`config.mk`:
```
export PLATFORM = sky130hd
export DESIGN_NAME = hailstone_engine
export DESIGN_NICKNAME = d
export VERILOG_FILES = /design/src/rtl/hailstone_engine.sv
export SDC_FILE = /design/constraint.sdc
export NUM_CORES = 1
export LEC_CHECK = 0
export CAP_MARGIN = 0
export CORE_MARGIN = 2
export CORE_UTILIZATION = 54
export DETAILED_ROUTE_END_ITERATION = 12
export GPL_ROUTABILITY_DRIVEN = 0
export PLACE_DENSITY = 0.81
export SYNTH_ARGS = -nofsm -noshare
export SYNTH_HDL_FRONTEND = slang
export SYNTH_SLANG_ARGS = --single-unit
export TNS_END_PERCENT = 50
```
`constraint.sdc`:
```
create_clock -name clk -period 5.2 [get_ports clk]
set_clock_uncertainty 0.2 [all_clocks]
set_input_delay 0.78 -clock clk [delete_from_list [all_inputs] [get_ports clk]]
set_output_delay 0.78 -clock clk [all_outputs]
set_load 0.03 [all_outputs]
```
`src/rtl/hailstone_engine.sv`:
```
`default_nettype none
// hailstone_engine: iterates the Collatz map on n_in at one step per clock,
// tracking step count, peak value and an abort status (overflow/timeout/zero).
module hailstone_engine #(
  parameter int unsigned WIDTH     = 16,
  parameter int unsigned CNT_WIDTH = 16,
  parameter int unsigned MAX_STEPS = 1000
) (
  input  logic                 clk,
  input  logic                 reset,
  input  logic                 start,
  input  logic [WIDTH-1:0]     n_in,
  output logic                 ready,
  output logic                 busy,
  output logic                 done,
  output logic [WIDTH-1:0]     n_cur,
  output logic [CNT_WIDTH-1:0] steps,
  output logic [WIDTH-1:0]     peak,
  output logic [1:0]           err
);

  typedef enum logic [1:0] {
    IDLE = 2'd0,
    RUN  = 2'd1,
    DONE = 2'd2
  } state_t;

  localparam logic [1:0]           ERR_OK   = 2'b00;
  localparam logic [1:0]           ERR_OVF  = 2'b01;
  localparam logic [1:0]           ERR_TMO  = 2'b10;
  localparam logic [1:0]           ERR_ZERO = 2'b11;
  localparam logic [WIDTH-1:0]     N_ONE    = 1;
  localparam logic [WIDTH+1:0]     T_ONE    = 1;
  localparam logic [CNT_WIDTH-1:0] CNT_ONE  = 1;
  localparam logic [CNT_WIDTH-1:0] CNT_MAX  = '1;

  state_t                 state_q;
  logic                   ready_q, busy_q, done_q;
  logic [WIDTH-1:0]       n_cur_q, peak_q;
  logic [CNT_WIDTH-1:0]   steps_q;
  logic [1:0]             err_q;

  logic [WIDTH+1:0]       triple;
  logic [WIDTH-1:0]       n_next;
  logic                   finish;
  logic [1:0]             fin_err;

  // Two guard bits make 3n+1 exact so overflow is just a nonzero top slice.
  assign triple = ({2'b00, n_cur_q} << 1) + {2'b00, n_cur_q} + T_ONE;
  assign n_next = n_cur_q[0] ? triple[WIDTH-1:0] : (n_cur_q >> 1);

  always_comb begin
    finish  = 1'b1;
    fin_err = ERR_OK;
    if (n_cur_q == '0) begin
      fin_err = ERR_ZERO;
    end else if (n_cur_q == N_ONE) begin
      fin_err = ERR_OK;
    end else if (32'(steps_q) == MAX_STEPS) begin
      fin_err = ERR_TMO;
    end else if (n_cur_q[0] && (triple[WIDTH+1:WIDTH] != 2'b00)) begin
      fin_err = ERR_OVF;
    end else begin
      finish  = 1'b0;
    end
  end

  always_ff @(posedge clk or posedge reset) begin
    if (reset) begin
      state_q <= IDLE;
      ready_q <= 1'b1;
      busy_q  <= 1'b0;
      done_q  <= 1'b0;
      n_cur_q <= '0;
      peak_q  <= '0;
      steps_q <= '0;
      err_q   <= ERR_OK;
    end else begin
      case (state_q)
        IDLE: begin
          if (start) begin
            state_q <= RUN;
            ready_q <= 1'b0;
            busy_q  <= 1'b1;
            n_cur_q <= n_in;
            peak_q  <= n_in;
            steps_q <= '0;
            err_q   <= ERR_OK;
          end
        end
        RUN: begin
          if (finish) begin
            state_q <= DONE;
            busy_q  <= 1'b0;
            done_q  <= 1'b1;
            err_q   <= fin_err;
          end else begin
            n_cur_q <= n_next;
            if (steps_q != CNT_MAX) begin
              steps_q <= steps_q + CNT_ONE;
            end
            if (n_next > peak_q) begin
              peak_q <= n_next;
            end
          end
        end
        DONE: begin
          state_q <= IDLE;
          done_q  <= 1'b0;
          ready_q <= 1'b1;
        end
        default: begin
          state_q <= IDLE;
          ready_q <= 1'b1;
          busy_q  <= 1'b0;
          done_q  <= 1'b0;
        end
      endcase
    end
  end

  assign ready = ready_q;
  assign busy  = busy_q;
  assign done  = done_q;
  assign n_cur = n_cur_q;
  assign steps = steps_q;
  assign peak  = peak_q;
  assign err   = err_q;

endmodule
`default_nettype wire
```
**Word level (Yosys, flattened, before mapping)**

Index checks and enable logic that the tools add are counted.

- $add $sub $neg: 3
- Order comparisons: 1
- Equal/unequal tests: 10
- Muxes and demuxes: 32
- Bitwise logic cells: 3
- Reduce and logical (&&, ||, !) cells: 13

Operator list:

| operator | count |
|---|---|
| 2-to-1 mux 16 bit | 8 |
| case mux 16 bit (2 select lines) | 3 |
| adder 17 x 16 -> 18 bit | 1 |
| adder 18 x 1 -> 18 bit (second input constant) | 1 |
| adder 16 x 1 -> 16 bit (second input constant) | 1 |
| == test 16 x 1 -> 1 bit (second input constant) | 1 |
| == test 16 x 10 -> 1 bit (second input constant) | 1 |
| > comparator 16 bit | 1 |
| zero test 16 bit | 1 |
| inequality test 16 bit (second input constant) | 1 |
| 2-to-1 mux 2 bit | 7 |
| inequality test 2 bit (second input constant) | 5 |
| 2-to-1 mux 1 bit | 9 |
| AND reduction 3 bit | 3 |
| case mux 2 bit (2 select lines) | 2 |
| AND reduction 4 bit | 2 |
| AND reduction 2 bit | 3 |
| case mux 1 bit (2 select lines) | 2 |
| nonzero test 2 bit | 2 |
| NOT 1 bit | 3 |
| case mux 1 bit (3 select lines) | 1 |
| == test 2 x 1 -> 1 bit (second input constant) | 1 |
| == test 2 bit (second input constant) | 1 |
| zero test 2 bit | 1 |
| logical AND 1 bit | 1 |

- Flip-flop bits (word level): 55
- Output and inout port bits: 53
- Word-level logic and storage cells: 70

**Depth between registers and ports, before layout**

Gate-level depths: netlist of run 1.

- Word-level depth: 10
- Gate-level depth with buffers: 20
- Gate-level depth less buffers: 18

**Worst setup path before layout of run 1**

Ideal clock, no wire load.

- Path kind: register to register
- Start point: reg n_cur_q[0], in the netlist n_cur[0]
- End point: reg peak_q[0], in the netlist peak[0]
- Setup time: 0.125 ns
- Arrival: 3.951 ns
- Path slack: 0.924 ns
- Cell stages (with the launch flop): 19
- Buffers on the path: 2
- Cell sequence: dfrtp_1 > clkinv_1 > ha_1 > a21oi_1 > o22ai_1 > o211ai_2 > o21ai_0 > xnor2_1 > mux2i_1 > ha_1 > nand4_1 > nor2_1 > a221oi_1 > o211ai_1 > o21ai_0 > nor2b_4 > buf_6 > buf_12 > mux2_4

- Word-level cells in the longest chain between the ends: 10

Ends and longest elaborated chain:

| item | line | text |
|---|---|---|
| start, declared | 39 | `logic [WIDTH-1:0] n_cur_q, peak_q;` |
| start signal, assigned | 85 | `n_cur_q <= n_in;` |
| start signal, assigned | 98 | `n_cur_q <= n_next;` |
| parallel branches: the longest is 10 deep, another holds adder 17 x 16 -> 18 bit | - |  |
| end signal, assigned | 86 | `peak_q <= n_in;` |
| end signal, assigned | 103 | `peak_q <= n_next;` |
| end, declared | 39 |  |

Several ways; the timed one is not identified. The select of a mux whose other input is x is not followed.
A chain may end at the register's enable or synchronous reset.

**Final worst setup path of run 1**

- Start point: reg n_cur_q[2], in the netlist n_cur[2]
- End point: reg peak_q[6], in the netlist peak[6]

Same word-level chain as after synthesis.

==> results of run 1 <==
[flip-flops by register name, summed over array words and instances (netlist names)]
| name | flops |
|---|---|
| err | 2 |
| steps | 16 |
| ready | 1 |
| peak | 16 |
| state_q | 2 |
| n_cur | 16 |
| busy | 1 |
| done | 1 |
[Yosys cell counts (5+ instances only)]
cell type / instances
dfrtp_1: 54
nor2b_1: 5
ha_1: 46
mux2i_1: 8
and3_1: 11
a31oi_1: 6
xnor2_1: 8
nand4_1: 9
a21o_1: 10
mux2_4: 8
clkbuf_1: 11
inv_1: 41
nor2_1: 25
o21ai_0: 42
mux2_2: 23
o211ai_1: 5
nand2_1: 56
a21oi_1: 24
nand3_1: 14
[critical path, delay by kind of cell, from the launching register on]
kind            cells  cell delay, ns
compound gates      8            1.45
mux                 1            0.41
xor+xnor            1            0.21
fa+ha+maj           2            0.70
buf+inv             1            0.10
simple gates        3            0.89
flops               1            0.48
[how the worst max path moves through the flow]
| stage | end | cells after the start |
|---|---|---|
| floorplan | peak[0]$_DFFE_PP0P_ | 18 |
| global placement | peak[2]$_DFFE_PP0P_ | 16 |
| detailed placement | peak[6]$_DFFE_PP0P_ | 16 |
| CTS | peak[6]$_DFFE_PP0P_ | 16 |
| global route | peak[7]$_DFFE_PP0P_ | 16 |
| finish | peak[6]$_DFFE_PP0P_ | 16 |
[layout make-up]
class,count,area share (%)
Clock inverter,3,0.917
Multi-Input combinational cell,360,51.3
Timing Repair Buffer,75,14.3
Sequential cell,55,26.6
Clock buffer,5,1.33
Inverter,43,3.11
Tap cell,102,2.46
[cell families after synthesis]
kind of cell,synth area share [%]
AOI/OAI and AO/OA,19.3
xor gates and xnor gates,2.45
adders and majority gates,13.9
buffers and inverters,5.78
DFF,32.1
muxes,10.7
and+or+nand+nor,15.7
[per-layer routing]
layer | track usage [%] | vias to the layer above | routed length (um)
li1 | - | 1815 | -
met1 | 36.4 | 1912 | 4990
met2 | 44.6 | 131 | 5540
met3 | 3.46 | 24 | 542
met4 | 9.07 | 0 | 237
met5 | 0 | - | 0
[through the flow]
| stage | cell area (um^2) | hold WS (ns) | setup WS [ns] |
|---|---|---|---|
| 2_1_floorplan | 4290 | 0.272 | 0.924 |
| 3_3_place_gp | 5070 | 0.267 | 0.868 |
| 3_5_place_dp | 5070 | 0.273 | 0.733 |
| 4_1_cts | 5180 | 0.295 | 0.696 |
| 5_1_grt | 5180 | 0.327 | 0.343 |
| 6_report | 5180 | 0.288 | 0.625 |
==> out/metrics.cfg, run 1 <==
[die]
fp.dieH_um=93.1
rows=32
die_w_um=93.1
initial_utilization_pct=55.5
core_region_area_um2=7730
ios=72
die-area_um2=8670

[clocking]
ctsResizeCount=0
path_clk_slew_ns=0.11
postCtsHoldBufs=0
clockRootBuffer=clkbuf_8
clock-sinks=55
cts_buffers=5
cts.path.max_buffers=2
insertion_delay_ns=0.32
cts_max_level=2
postCtsSetupBuffers=0
cts_tree=done

[hold_path]
hold_depth=2
hold_start=ready$_DFFE_PP1P_
whs_endpoint=ready$_DFFE_PP1P_
min-delay-path-class=reg -> reg

[logic_synthesis]
synth_seq_cells=55
synthFlopType=dfrtp_1
syn_area_um2=4290
syn_inst=474
synth_fp_nets=540
synth_top_cell_by_area=dfrtp_1
yosys_warnings=0
avgSynthCellArea_um2=9.04
synth_edf_count=0
ys_seq_area_share_pct=32.1
ys_types=61
synth_top_area_share_pct=31.5
synth.area.top_cells=dfrtp_1, ha_1, mux2_2
async_flop_share_pct=100

[worst_setup_path]
crit_chain=inv_1 -> ha_1 -> o211ai_1 -> a21o_1 -> a211oi_1 -> o22ai_1 -> xor2_1 -> a21oi_1 -> ha_1 -> nand4_1 -> nor2_1 -> a221oi_1 -> o211ai_1 -> o21ai_0 -> nor2b_4 -> mux2_2
max_stage_delay_ns=0.59
crit_start=n_cur[2]$_DFFE_PP0P_
crit_path_max_fanout=16
reg2reg_depth=16
cp_data_arrival_time_ns=4.58
endpoint_kind=register
path_class=reg -> reg
required_ns=5.21
critPathLaunchType=register
r2r_start=n_cur[2]$_DFFE_PP0P_
crit_slowest_cell=nor2b_4
r2r-end=peak[6]$_DFFE_PP0P_
regToRegSetupSlack_ns=0.63

[timing]
setup_viol=0
rsz0062_at_grt=false
fin_crit_ns=4.57
slew_violations=0
finalSetupTns_ns=0
hold_viol_final=0
fin_crit_sh_pct=88.0
slew-limit-headroom_pct=28.3
fmaxAchievable_mhz=219
worst_pin_slew_ns=1.07

[run_status]
status=finished, final reports clean

[cells_and_area]
diodes=0
final_cell_mix=clkdlybuf4s50_1, nand2_1, dfrtp_1, ha_1, o21ai_0
layout_commonest_cell=clkdlybuf4s50_1
multi_input_area_um2=2660
drive_above_1_share_pct=10.7
final_util_pct=67.1
syn_to_final_growth_pct=21.0
regArea_um2=1380
final_nets=606
layout.cells.non_filler=643
nFillCells=619

[grt]
grtUsageTotal_pct=26.9
grt_pass1_wl_um=18600
grt_pass1_vias=3874
antenna_found_initial=0
gr-total-overflow=0
grt_max_degree=56

[placed_design]
portBuffers=71
dpl.hpwl_um=8430
dp_cells=635

[route]
vias=3882
wl_per_cell_um=17.6
drc=0
viasPerCell=6.04
first_pass_iters=5
ant_nets=0
drt_iter0_drc=232
routed_wl_um=11300

[run]
max_cap_viol_count=0

Power of run 1 is not shown: default switching activity piles up to over one toggle a cycle in this logic, so the estimate is an artifact.
==> inputs of run 2 (changes only) <==
MAX_ROUTING_LAYER = met4   (was default)
==> run 2 against run 1 <==
  * Sequential share of layout area unchanged
  * Global-route usage up 0.76 points
  * Final area unchanged
  * Fmax about the same
  * Hold slack about the same
  * First-iteration DRC count up 8.6%
==> out/metrics.cfg, run 2 (synthesis results as in run 1) <==
[timing]
setup_viol=0
fin_crit_ns=4.57
fmaxAchievable_mhz=219
fin_crit_sh_pct=87.9
rsz0062_at_grt=false
worst_pin_slew_ns=1.06
finalSetupTns_ns=0
slew_violations=0
slew-limit-headroom_pct=28.8
hold_viol_final=0

[grt]
grt_max_degree=56
grtUsageTotal_pct=27.6
grt_pass1_wl_um=18600
antenna_found_initial=0
grt_pass1_vias=3874
gr-total-overflow=0

[route]
drt_iter0_drc=252
routed_wl_um=11300
wl_per_cell_um=17.6
viasPerCell=6.05
first_pass_iters=5
ant_nets=0
vias=3893
drc=0

[worst_setup_path]
endpoint_kind=register
cp_data_arrival_time_ns=4.58
required_ns=5.21
crit_path_max_fanout=16
path_class=reg -> reg
critPathLaunchType=register

[clocking]
cts_max_level=2
cts_buffers=5
postCtsHoldBufs=0
insertion_delay_ns=0.33
cts.path.max_buffers=2
path_clk_slew_ns=0.11
ctsResizeCount=0
clockRootBuffer=clkbuf_8
cts_tree=done
clock-sinks=55
postCtsSetupBuffers=0

[die]
rows=32
die-area_um2=8670
fp.dieH_um=93.1
die_w_um=93.1
core_region_area_um2=7730
ios=72
initial_utilization_pct=55.5

[run_status]
status=finished, final reports clean

[placed_design]
portBuffers=71
dpl.hpwl_um=8430

[cells_and_area]
diodes=0
drive_above_1_share_pct=10.7
layout_commonest_cell=clkdlybuf4s50_1
syn_to_final_growth_pct=21.0
final_cell_mix=clkdlybuf4s50_1, nand2_1, dfrtp_1, ha_1, o21ai_0
final_nets=606

[run]
max_cap_viol_count=0

[hold_path]
min-delay-path-class=reg -> reg

run 2: cell counts in the layout (fill, tap and decap cells not counted):
Identical to the previous run, type by type.
run 2: per-stage QoR:
step | cell area (um^2) | setup slack, ns | hold WS, ns | utilization [%] | instances
final | 5180 | 0.627 | 0.288 | 67.1 | 643
after global routing | 5180 | 0.350 | 0.327 | 67.1 | 643
after CTS | 5180 | 0.696 | 0.295 | 67.1 | 643
after floorplan | 4290 | 0.924 | 0.272 | - | 474
after global placement | 5070 | 0.868 | 0.267 | 65.6 | 635
after detailed placement | 5070 | 0.733 | 0.273 | 65.6 | 635
run 2: critical path: stages, from the launching register on:
cell	delay (ns)
dfrtp_1	0.48
inv_1	0.11
ha_1	0.38
o211ai_1	0.14
a21o_1	0.25
a211oi_1	0.37
o22ai_1	0.17
xor2_1	0.21
a21oi_1	0.12
ha_1	0.32
nand4_1	0.14
nor2_1	0.16
a221oi_1	0.09
o211ai_1	0.11
o21ai_0	0.20
nor2b_4	0.59
mux2_2	0.41
run 2: path summary, 6_finish.rpt:
check / slack, ns / endpoint / start / cells past startpoint
max: 0.63 / peak[6]$_DFFE_PP0P_ / n_cur[2]$_DFFE_PP0P_ / 16
min: 0.29 / ready$_DFFE_PP1P_ / ready$_DFFE_PP1P_ / 2
max reg2reg: 0.63 / peak[6]$_DFFE_PP0P_ / n_cur[2]$_DFFE_PP0P_ / 16
min reg2reg: 0.29 / ready$_DFFE_PP1P_ / ready$_DFFE_PP1P_ / 2
max in group asynchronous: 3.57 / n_cur[11]$_DFFE_PP0P_ / reset / 3
min in group asynchronous: 0.76 / n_cur[3]$_DFFE_PP0P_ / reset / 3
run 2: area by class of cell:
type                            count  area (um^2)
Multi-Input combinational cell    360         2660
Fill cell                         619         2540
Sequential cell                    55         1380
Timing Repair Buffer               75          741
Inverter                           43          161
Tap cell                          102          128
Clock buffer                        5         68.8
Clock inverter                      3         47.5
run 2: metal layers:
metal	routed length, um	GRT usage (%)	vias to the layer above
met5	0	-	-
met4	245	9.07	0
met3	540	3.14	28
met2	5490	44.5	139
met1	5040	36.8	1908
li1	-	-	1818
Power of run 2 is left out for the same reason.
==> inputs of run 3 (changes only) <==
CAP_MARGIN = 30   (was 0)
PLACE_DENSITY = default   (was 0.81)
PLACE_DENSITY_LB_ADDON = 0.05   (was default)
==> run 3 against run 2 <==
  * Sequential cell count unchanged
  * Global-route usage about the same
  * Non-clock buffer count grew 2
  * Core utilization grew 0.18 points
  * Setup slack improved by 0.068 ns
  * Fmax grew 1.5%
  * First-iteration DRC count is 42% lower
  * Final cell count up 0.31%
  * Critical path type unchanged
  * Die area did not move
  * Critical path depth is the same
  * Routed wire length down 0.69%
  * Clock-buffer cell count increased by 2
==> out/metrics.cfg, run 3 (synthesis results as in run 1) <==
[hold_path]
min-delay-path-class=reg -> reg
hold_start=ready$_DFFE_PP1P_
whs_endpoint=ready$_DFFE_PP1P_
hold_depth=2

[route]
routed_wl_um=11200
drc=0
wl_per_cell_um=17.4
vias=3743
ant_nets=0
first_pass_iters=4
drt_iter0_drc=146
viasPerCell=5.80

[clocking]
path_clk_slew_ns=0.11
cts_tree=done
postCtsHoldBufs=0
clockRootBuffer=clkbuf_8
insertion_delay_ns=0.32
clock-sinks=55
cts_max_level=2
ctsResizeCount=0
cts.path.max_buffers=2
cts_buffers=5
postCtsSetupBuffers=0

[timing]
hold_viol_final=0
fin_crit_ns=4.51
slew_violations=0
rsz0062_at_grt=false
fin_crit_sh_pct=86.6
setup_viol=0
finalSetupTns_ns=0
slew-limit-headroom_pct=43.0
post-route-worst-setup-slack_ns=0.695
worst_pin_slew_ns=0.851
fmaxAchievable_mhz=222

[cells_and_area]
layout_commonest_cell=clkdlybuf4s50_1
diodes=0
final_cell_mix=clkdlybuf4s50_1, nand2_1, dfrtp_1, ha_1, o21ai_0
final_util_pct=67.3
nFillCells=661
syn_to_final_growth_pct=21.3
layout.cells.non_filler=645
final_nets=608
drive_above_1_share_pct=10.9

[grt]
grt_pass1_wl_um=18500
antenna_found_initial=0
grt_pass1_vias=3749
grt_max_degree=56
gr-total-overflow=0
grtUsageTotal_pct=27.6

[worst_setup_path]
crit_path_max_fanout=27
max_stage_delay_ns=0.57
path_class=reg -> reg
endpoint_kind=register
regToRegSetupSlack_ns=0.69
critPathLaunchType=register
reg2reg_depth=16
r2r_start=n_cur[0]$_DFFE_PP0P_
crit_chain=buf_4 -> fa_1 -> a21oi_1 -> o211ai_1 -> a31oi_1 -> o21ai_0 -> xnor2_1 -> mux2i_1 -> ha_1 -> nand4_1 -> nor2_1 -> nand2_1 -> a21oi_1 -> o21ai_0 -> nor2b_4 -> mux2_2
cp_data_arrival_time_ns=4.50
r2r-end=peak[6]$_DFFE_PP0P_
crit_slowest_cell=nor2b_4
required_ns=5.19

[die]
die_w_um=93.1
ios=72
core_region_area_um2=7730
rows=32
fp.dieH_um=93.1
die-area_um2=8670
initial_utilization_pct=55.5

[run]
max_cap_viol_count=0

[placed_design]
pre_cts_slack_ns=0.821
dpl.hpwl_um=8400
portBuffers=71
dp_cells=637

[run_status]
status=finished, final reports clean

[run 3: critical path, delay by kind of cell (launching register included)]
kind / cells / cell delay (ns)
adder cells (fa/ha/maj): 2 / 0.83
AND/OR/NAND/NOR: 4 / 0.96
multiplexers: 2 / 0.55
buffers and inverters: 1 / 0.24
AO/OA/AOI/OAI: 6 / 1.03
XOR/XNOR: 1 / 0.17
flip-flops: 1 / 0.40
[run 3: worst max-delay path by stage]
stage / startpoint / to / cells after the start / slack [ns]
4_1_cts: n_cur[0]$_DFFE_PP0P_ / peak[6]$_DFFE_PP0P_ / 16 / 0.75
3_5_place_dp: n_cur[0]$_DFFE_PP0P_ / peak[2]$_DFFE_PP0P_ / 16 / 0.82
2_1_floorplan: n_cur[0]$_DFFE_PP0P_ / peak[0]$_DFFE_PP0P_ / 18 / 0.92
5_1_grt: n_cur[0]$_DFFE_PP0P_ / peak[6]$_DFFE_PP0P_ / 16 / 0.45
6_report: n_cur[0]$_DFFE_PP0P_ / peak[6]$_DFFE_PP0P_ / 16 / 0.69
3_3_place_gp: n_cur[0]$_DFFE_PP0P_ / peak[1]$_DFFE_PP0P_ / 16 / 0.83
[run 3: through the flow]
step | hold WS, ns | cell area [um^2]
final | 0.289 | 5200
after floorplan | 0.272 | 4290
after global routing | 0.312 | 5200
after global placement | 0.272 | 5080
after detailed placement | 0.274 | 5100
after CTS | 0.291 | 5200
[run 3: area by class of cell]
class / instances / area, um^2 / area share (%)
clock buffers: 7 / 86.3 / 1.66
inverters: 43 / 161 / 3.10
flip-flops and latches: 55 / 1380 / 26.5
repair buffers: 77 / 776 / 14.9
clock inverters: 1 / 8.76 / 0.168
multi-input cells: 360 / 2660 / 51.2
well taps: 102 / 128 / 2.45
[run 3: metal layers]
metal	GRT usage [%]	part of all wire, %	vias up
li1	-	-	1823
met3	2.74	3.6	20
met5	-	0	-
met4	9.44	2.2	0
met2	43.1	48	91
met1	38.0	46	1809
Power of run 3 is left out for the same reason.
